==> src/rtl/sub_serial.sv <==
// sub_serial: bit-serial subtractor a - b (mod 2^WIDTH), LSB first, one bit per clock.
// Ports:
//   clk    - clock, rising edge
//   rst    - asynchronous active-high reset
//   en     - start request (level), sampled in IDLE and DONE only
//   a, b   - minuend / subtrahend, captured on the accepting edge
//   out    - difference register, valid while done=1
//   borrow - final borrow-out (a < b unsigned), valid while done=1
//   done   - high while the result is held
module sub_serial #(
    parameter int WIDTH = 8,
    parameter int CNT_W = 3
) (
    input  logic             clk,
    input  logic             rst,
    input  logic             en,
    input  logic [WIDTH-1:0] a,
    input  logic [WIDTH-1:0] b,
    output logic [WIDTH-1:0] out,
    output logic             borrow,
    output logic             done
);
    localparam logic [1:0] IDLE = 2'd0, SUB = 2'd1, DONE = 2'd2;
    localparam logic [CNT_W-1:0] LAST = CNT_W'(WIDTH - 1);

    logic [1:0]       state_q, state_d;
    logic [WIDTH-1:0] a_q, a_d, b_q, b_d, out_q, out_d;
    logic [CNT_W-1:0] count_q, count_d;
    logic             brw_q, brw_d;

    always_ff @(posedge clk or posedge rst) begin
        if (rst) begin
            state_q <= IDLE;
            a_q     <= '0;
            b_q     <= '0;
            out_q   <= '0;
            count_q <= '0;
            brw_q   <= 1'b0;
        end else begin
            state_q <= state_d;
            a_q     <= a_d;
            b_q     <= b_d;
            out_q   <= out_d;
            count_q <= count_d;
            brw_q   <= brw_d;
        end
    end

    // next-state; the unused encoding falls back to IDLE
    always_comb begin
        state_d = IDLE;
        case (state_q)
            IDLE:    state_d = en ? SUB : IDLE;
            SUB:     state_d = (count_q == LAST) ? DONE : SUB;
            DONE:    state_d = en ? DONE : IDLE;
            default: state_d = IDLE;
        endcase
    end

    always_comb begin
        a_d     = a_q;
        b_d     = b_q;
        out_d   = out_q;
        count_d = count_q;
        brw_d   = brw_q;
        if (state_q == IDLE && en) begin
            a_d     = a;
            b_d     = b;
            out_d   = '0;
            count_d = '0;
            brw_d   = 1'b0;
        end else if (state_q == SUB) begin
            // full subtractor on the current LSBs; result enters at the MSB and shifts down
            out_d   = {a_q[0] ^ b_q[0] ^ brw_q, out_q[WIDTH-1:1]};
            brw_d   = (~a_q[0] & b_q[0]) | (~(a_q[0] ^ b_q[0]) & brw_q);
            a_d     = a_q >> 1;
            b_d     = b_q >> 1;
            count_d = count_q + 1'b1;
        end
    end

    always_comb begin
        done   = (state_q == DONE);
        out    = out_q;
        borrow = brw_q;
    end
endmodule

==> config.mk <==
export PLATFORM = sky130hd
export DESIGN_NAME = sub_serial
export DESIGN_NICKNAME = d
export VERILOG_FILES = /design/src/rtl/sub_serial.sv
export SDC_FILE = /design/constraint.sdc
export NUM_CORES = 1
export LEC_CHECK = 0
export BUFFER_PORTS_ARGS = -buffer_cell sky130_fd_sc_hd__buf_4
export CAP_MARGIN = 20
export CORE_UTILIZATION = 50
export CTS_BUF_LIST = sky130_fd_sc_hd__clkbuf_4
export DETAILED_ROUTE_END_ITERATION = 6
export HOLD_SLACK_MARGIN = 0.1
export PLACE_DENSITY = 0.76
export SYNTH_ARGS = -nofsm -noshare
export SYNTH_HDL_FRONTEND = slang
export SYNTH_SLANG_ARGS = --single-unit
==> constraint.sdc <==
create_clock -name clk -period 3.17 [get_ports clk]
set_clock_uncertainty 0.15 [all_clocks]
set_input_delay 0.634 -clock clk [delete_from_list [all_inputs] [get_ports clk]]
set_output_delay 0.634 -clock clk [all_outputs]
set_load 0.02 [all_outputs]
==> results.md, run 1 <==
| Stage | Parameter | Value |
| --- | --- | --- |
| outcome | Result of the run | finished clean |
| clocking | H-tree level count | 2 |
| timing | Max_slew headroom | 0.4463 |
| yosys | Simple-gate share of the synthesized area | 0.1524 |
| clocking | Post-CTS clock slew at the launch and capture registers of the worst setup and hold paths | 0.09 ns |
| min path | Type of the worst min-delay path | input pin to asynchronous set/reset pin |
| worst setup path | Standard cell with the maximum stage delay on the critical path | dfrtp_1 |
| worst setup path | CP top delay family | flip-flops |
| yosys | Synth top area cells | dfrtp_1 (53%), a22o_1 (8.0%), nor3b_1 (4.7%) |
| timing | Slew @ Worst Pin | 0.8306 ns |
| route | Router iterations before antenna repair | 4 |
| yosys | Mean cell area of the mapped netlist | 11.71 sq um |
| yosys | Multiplexer fraction of the synthesized cell area | 0 |
| layout | Count of fill cells added during filler insertion | 222 |
| worst setup path | Worst R2R Start | state_q[0] |
| placement | Placed Instance Area | 0.001620 sq mm |
| floorplanning | Starting density of the core | 0.5227 |
| worst setup path | Maximum fanout encountered on the critical timing path | 29 |
| worst setup path | Required time of the critical path | 2.39 ns |
| timing | Number of setup violations in the final report | 0 |
| worst setup path | Cell Chain, Critical Path | nor2b_1 > buf_4 |
| layout | Layout-stage area growth over the synthesis result | 17.16% |
| timing | Post-Route Setup TNS | 0 ns |
| pwr | Worst vdd ir | 565.0 uV |
| clocking | Clock tree from TritonCTS | built |
| worst setup path | Number of buffers and inverters on the critical path | 1 |
| clocking | Total of hold buffers inserted after clock tree synthesis | 0 |
| global route | Gr usage total | 0.2074 |
| layout | Layout net count | 171 |
| worst setup path | Critical Path Source | state_q[1] |
| global route | Global-route track usage on met3 | 0.06792 |
| timing | Period utilization | 0.7777 |
| route | Number of design-rule violations left by the first detailed-router iteration | 39 |
| clocking | Buffer type at the clock tree root | clkbuf_4 |
| timing | Hold Vio Cnt, Final | 0 |
| yosys | XOR/XNOR share of the synthesized area | 0 |
| worst setup path | CP Class | flop to primary output |
| timing | Final Critical Period | 2.465 ns |
| pwr | PD cells | 930.1 mW/mm^2 |
| pwr | Total chip power | 1557 uW |
| route | Avg WL per Cell | 15.98 microns |
| route | Via Count | 1067 |
| global route | Initial antenna violation count | 0 |
| clocking | Clock Sink Count | 30 |
| placement | Number of buffers added on ports | 28 |
| global route | GR met2 Demand/Resource | 0.2719 |
| worst setup path | Largest stage delay on the critical path | 0.90 ns |
| layout | Summed area of non-filler cells in the final layout | 0.001674 sq mm |
| yosys | Post-synthesis cell type count | 25 |
| yosys | Number of cells produced by synthesis | 122 |
| yosys | Netlist area before placement | 0.001429 sq mm |
| floorplanning | Die Span Y | 55.46 microns |
| yosys | Area fraction of the dominant cell type after synthesis | 0.5254 |
| timing | Peak clock frequency supported by timing | 405.6 MHz |
| global route | Number of global-route vias before repair | 979 |
| yosys | Synth Register Bits | 30 |
| clocking | Post-cts gate resize count | 0 |
| floorplanning | Core Footprint | 0.002734 sq mm |
| worst setup path | Terminus of the critical flop-to-flop path | b_q[0] |
| yosys | Number of nets in the synthesized netlist | 144 |
| timing | Unrepaired setup endpoints after global routing | false |
| worst setup path | Arrival time reported for the critical path endpoint | 1.68 ns |
| clocking | Worst-case clock buffer depth | 2 |
| yosys | Share of the synthesized area in compound gates (AO/OA/AOI/OAI) | 0.2268 |
| layout | Number of diodes | 0 |
| worst setup path | Setup crit start kind | flop |
| global route | Total gr overflow | 0 |
| global route | Global-route wire length before repair | 4809 microns |
| timing | Post-route setup slack | 0.7047 ns |
| floorplanning | Number of placement rows | 19 |
| global route | Maximum number of pins on one net before global-route repair | 31 |
| global route | Global route hottest layer | met1 |
| layout | Share of post-route cells with drive strength above 1 | 0.2800 |
| worst setup path | Worst setup EP type | primary output |
| pwr | Cell Int Power | 954.3 uW |
| route | Total DRC errors in the routed layout | 0 |
| yosys | Post-synthesis sequential area ratio | 0.5254 |
| timing | Final-report max-slew violation count | 0 |
| yosys | Main combinational cell family by area after synthesis | compound AO/OA/AOI/OAI gates |
| pwr | Reported leakage power | 0.0007770 uW |
| pwr | Share of total power in the clock network | 0.142 |
| route | Total detailed-routing wirelength | 2893 microns |
| worst setup path | Reg2reg path depth | 2 |
| pwr | NetSw | 602.8 uW |
| floorplanning | Number of top-level pins | 29 |
| pwr | Switching share of total power | 0.3871 |
| placement | Final estimated routing congestion in global placement | 0.7492 |
| floorplanning | Die Width | 55.46 microns |
| pwr | Part of the power in registers | 0.458 |
| floorplanning | Area enclosed by the die boundary | 0.003075 sq mm |
| clocking | Setup repair bufs after CTS | 0 |
| global route | Global routing usage on met1 | 0.3144 |
| clocking | Clock latency at the later pin of the worst-skew pair | 0.33 ns |
| pwr | Share of total power in combinational logic | 0.400 |
| yosys | Post-synthesis adder-cell area fraction | 0.03152 |
| worst setup path | Register-to-register setup slack | 1.12 ns |
| yosys | Warnings from Yosys | 0 |
| route | Via density per instance | 5.895 |
| placement | Pre-CTS setup slack | 1.072 ns |
| clocking | Total CTS buffers | 5 |
| yosys | Cell type contributing the most total cell area after synthesis | dfrtp_1 |
| placement | DP HPWL | 1954 microns |
| route | Post-route ant nets | 0 |
| run | # Max-Cap Violations | 0 |
## registers in the layout (all words and copies together), names as in the netlist
signal   flops
a_q          8
b_q          8
out          8
count_q      3
state_q      2
borrow       1
## power groups by stage
stage                     clock network, uW  logic [uW]  registers [uW]
final                                   221         623             713
after global routing                    245         686             735
after CTS                               227         630             713
after detailed placement                  0         629             720
after global placement                    0         597             709
after floorplan                           0         476             695
## cell usage after synthesis (all sizes together)
cell type / instances
a221o: 4
inv: 7
or4b: 1
nand2b: 7
a211oi: 4
nand2: 6
o21ai: 7
nor3b: 10
nor2b: 2
ha: 2
fa: 1
dfrtp: 30
o22a: 5
nor4b: 4
a21oi: 7
nor2: 2
a22o: 13
buf: 9
o21bai: 1
## area by class of cell
type,count,area (sq um),area share
tap,31,38.79,0.02317
sequential,30,750.7,0.4484
inverter,7,26.28,0.01570
clock buffer,6,45.04,0.02691
timing repair buffer,29,217.7,0.1300
multi-input combinational,76,586.8,0.3505
clock inverter,2,8.758,0.005232
## worst register-to-register path: cells and delay by family (launching register included)
kind	cells	cell delay (ns)
simple gates	1	0.69
compound gates	1	0.26
flops	1	0.88
## metal layers
metal	wire (microns)	share of wire
met3	129	0.045
met1	1415	0.49
met2	1296	0.45
met4	51	0.018
met5	0	0
## per-stage QoR
stage | std cells | hold WS [ns] | utilization
after floorplan | 122 | 0.3151 | -
after global placement | 173 | 0.3348 | 0.5927
after CTS | 181 | 0.2194 | 0.6124
after global routing | 181 | 0.2563 | 0.6124
final | 181 | 0.2168 | 0.6124
after detailed placement | 173 | 0.3393 | 0.5927
## cells in the final DEF, fill, tap and decap left out
master    count
dfrtp_1      30
buf_4        29
a22o_1       13
nor3b_1       9
inv_1         7
nand2b_1      7
a21oi_1       6
nand2_1       6
o21ai_0       6
clkbuf_4      6
o22a_1        5
nor4b_1       4
a211oi_1      4
a221o_1       4
nor2_1        2
ha_1          2
nor3b_2       1
nor2b_2       1
o21bai_4      1
or4b_4        1
o21ai_2       1
a21oi_2       1
nor2b_1       1
fa_1          1
clkinv_2      1
clkinv_1      1
## cells by family after synthesis
logic type,count (synthesis)
buf+inv,16
flops,30
compound gates,41
fa+ha+maj,3
simple gates,32
## how the worst max path moves through the flow
stage	end	slack [ns]	depth (start not counted)
after floorplan	done	1.56	2
after global placement	done	1.13	2
after detailed placement	done	1.07	2
after CTS	done	0.70	2
after global routing	done	0.58	2
final	done	0.70	2
No activity file was read; power rests on OpenSTA's default activity.
==> run 2, diff against run 1 <==
--- a/config.mk
+++ b/config.mk
@@ -11,7 +11,7 @@
 export CTS_BUF_LIST = sky130_fd_sc_hd__clkbuf_4
 export DETAILED_ROUTE_END_ITERATION = 6
 export HOLD_SLACK_MARGIN = 0.1
-export PLACE_DENSITY = 0.76
+export PLACE_DENSITY = 0.79
 export SYNTH_ARGS = -nofsm -noshare
 export SYNTH_HDL_FRONTEND = slang
 export SYNTH_SLANG_ARGS = --single-unit
==> constraint.sdc (replaced) <==
create_clock -name clk -period 2.1 [get_ports clk]
set_clock_uncertainty 0.15 [all_clocks]
set_input_delay 0.42 -clock clk [delete_from_list [all_inputs] [get_ports clk]]
set_output_delay 0.42 -clock clk [all_outputs]
set_load 0.02 [all_outputs]
==> run 2 against run 1 <==
Effect of this change:
- clock-buffer cell count did not move
- critical path depth unchanged
- utilization is 0.92 points higher
- combinational power rose by 62%
- non-clock buffer count grew 3
- global-route usage fell by 0.26 points
- sequential share of layout area decreased by 0.66 points
- register-to-register slack worse by 0.71 ns
- largest cell class unchanged
==> results.md, run 2 (synthesis results as in run 1) <==
| Stage | Parameter | Value |
| --- | --- | --- |
| run | # Max-Cap Violations | 0 |
| route | Router iterations before antenna repair | 4 |
| layout | Layout-stage area growth over the synthesis result | 18.91% |
| pwr | NetSw | 907.0 uW |
| pwr | Share of total power in the clock network | 0.143 |
| clocking | Clock Sink Count | 30 |
| clocking | Clock tree from TritonCTS | built |
| worst setup path | CP Class | flop to primary output |
| floorplanning | Number of top-level pins | 29 |
| worst setup path | Number of buffers and inverters on the critical path | 1 |
| placement | DP HPWL | 1983 microns |
| route | Total detailed-routing wirelength | 2857 microns |
| pwr | Part of the power in registers | 0.431 |
| layout | Layout net count | 174 |
| clocking | Post-CTS clock slew at the launch and capture registers of the worst setup and hold paths | 0.10 ns |
| timing | Period utilization | 0.9453 |
| floorplanning | Die Span Y | 55.46 microns |
| clocking | H-tree level count | 2 |
| pwr | Reported leakage power | 0.0007911 uW |
| global route | Maximum number of pins on one net before global-route repair | 31 |
| timing | Min Hold Slack | 0.1549 ns |
| route | Via Count | 1061 |
| placement | Placed Instance Area | 0.001635 sq mm |
| timing | Final Critical Period | 1.985 ns |
| worst setup path | Arrival time reported for the critical path endpoint | 1.42 ns |
| worst setup path | Standard cell with the maximum stage delay on the critical path | dfrtp_1 |
| timing | Number of setup violations in the final report | 0 |
| worst setup path | Critical Path Source | state_q[1] |
| floorplanning | Area enclosed by the die boundary | 0.003075 sq mm |
| timing | Unrepaired setup endpoints after global routing | false |
| timing | Post-Route Setup TNS | 0 ns |
| clocking | Post-cts gate resize count | 0 |
| timing | Hold Vio Cnt, Final | 0 |
| layout | Summed area of non-filler cells in the final layout | 0.001699 sq mm |
| route | Via density per instance | 5.766 |
| global route | Initial antenna violation count | 0 |
| global route | Total gr overflow | 0 |
| floorplanning | Starting density of the core | 0.5227 |
| layout | Most common library cell in the layout ignoring fill and taps | buf_4 |
| pwr | Cell Int Power | 1455 uW |
| layout | Most frequent cells in the layout | buf_4 (31), dfrtp_1 (30), a22o_1 (13) |
| floorplanning | Die Width | 55.46 microns |
| layout | Register Area | 750.7 sq um |
| layout | Number of diodes | 0 |
| pwr | Share of total power in combinational logic | 0.426 |
| route | Avg WL per Cell | 15.53 microns |
| pwr | Switching share of total power | 0.3840 |
| worst setup path | Setup crit start kind | flop |
| worst setup path | Worst R2R Start | state_q[0] |
| worst setup path | Cell Chain, Critical Path | nor2b_1 > buf_4 |
| worst setup path | Worst setup EP type | primary output |
| clocking | Total CTS buffers | 5 |
| layout | Area used by multi-input combinational logic | 586.8 sq um |
| outcome | Result of the run | finished clean |
| floorplanning | Core Footprint | 0.002734 sq mm |
| timing | Peak clock frequency supported by timing | 503.8 MHz |
| min path | Launch instance of the worst min-delay path | a[7] |
| clocking | Clock latency at the later pin of the worst-skew pair | 0.32 ns |
| timing | Final-report max-slew violation count | 0 |
| route | Post-route ant nets | 0 |
| placement | Number of buffers added on ports | 28 |
| layout | Count of fill cells added during filler insertion | 209 |
| clocking | Total of hold buffers inserted after clock tree synthesis | 1 |
| pwr | Worst vdd ir | 843.7 uV |
| worst setup path | CP top delay family | flip-flops |
| global route | Number of global-route vias before repair | 1077 |
| pwr | PD cells | 1390 mW/mm^2 |
| worst setup path | Largest stage delay on the critical path | 0.66 ns |
| worst setup path | Maximum fanout encountered on the critical timing path | 19 |
| placement | Final estimated routing congestion in global placement | 0.7196 |
| clocking | Worst-case clock buffer depth | 2 |
| min path | Type of the worst min-delay path | input pin to flop |
| route | Total DRC errors in the routed layout | 0 |
| worst setup path | Required time of the critical path | 1.53 ns |
| global route | Gr usage total | 0.2047 |
| timing | Slew @ Worst Pin | 0.6124 ns |
| clocking | Buffer type at the clock tree root | clkbuf_4 |
| global route | Global-route wire length before repair | 4919 microns |
| floorplanning | Number of placement rows | 19 |
| clocking | Setup repair bufs after CTS | 0 |
| layout | Share of post-route cells with drive strength above 1 | 0.2876 |
| timing | Max_slew headroom | 0.5899 |
| route | Number of design-rule violations left by the first detailed-router iteration | 28 |
## run 2: changes by cell type in the layout (fill, tap and decap cells not counted), sizes merged
cell,delta
dlygate4sd3,+1
buf,+2
## run 2: path summary, 6_finish.rpt
| kind | cells past startpoint | slack (ns) | endpoint |
|---|---|---|---|
| hold / removal | 2 | 0.15 | a_q[7] |
| max in group asynchronous | 4 | 0.95 | borrow |
| setup reg to reg | 4 | 0.41 | a_q[3] |
| min in group asynchronous | 4 | 0.58 | out[0] |
| hold reg to reg | 1 | 0.36 | a_q[7] |
| setup / recovery | 2 | 0.11 | done |
## run 2: power by group through the flow
| stage | clock [uW] | combinational (uW) | sequential, uW |
|---|---|---|---|
| 4_1_cts | 345 | 1010 | 1020 |
| 3_3_place_gp | 0 | 975 | 1020 |
| 6_report | 338 | 1010 | 1020 |
| 2_1_floorplan | 0 | 719 | 1050 |
| 5_1_grt | 371 | 1110 | 1050 |
| 3_5_place_dp | 0 | 1010 | 1020 |
## run 2: per-stage QoR
stage	power (uW)	std cells	setup WS, ns	util
CTS	2376	184	0.1119	0.6215
global placement	1991	175	0.4932	0.5982
detailed placement	2036	175	0.4688	0.5982
global route	2530	184	0.03044	0.6215
floorplan	1767	122	0.7009	-
finish	2362	184	0.1149	0.6215
## run 2: area by class of cell
| class | instances | area share |
|---|---|---|
| tap | 31 | 0.02283 |
| clock buffer | 6 | 0.02651 |
| multi-input combinational | 76 | 0.3454 |
| sequential | 30 | 0.4418 |
| inverter | 7 | 0.01546 |
| clock inverter | 2 | 0.005155 |
| timing repair buffer | 32 | 0.1429 |
## run 2: per-layer routing
layer  track usage  vias to the layer above  part of all wire
met4       0.08214                        0             0.013
met3       0.05855                        4             0.038
met5             0                        -                 0
li1              -                      506                 -
met2        0.3184                       16              0.48
met1        0.2707                      535              0.47
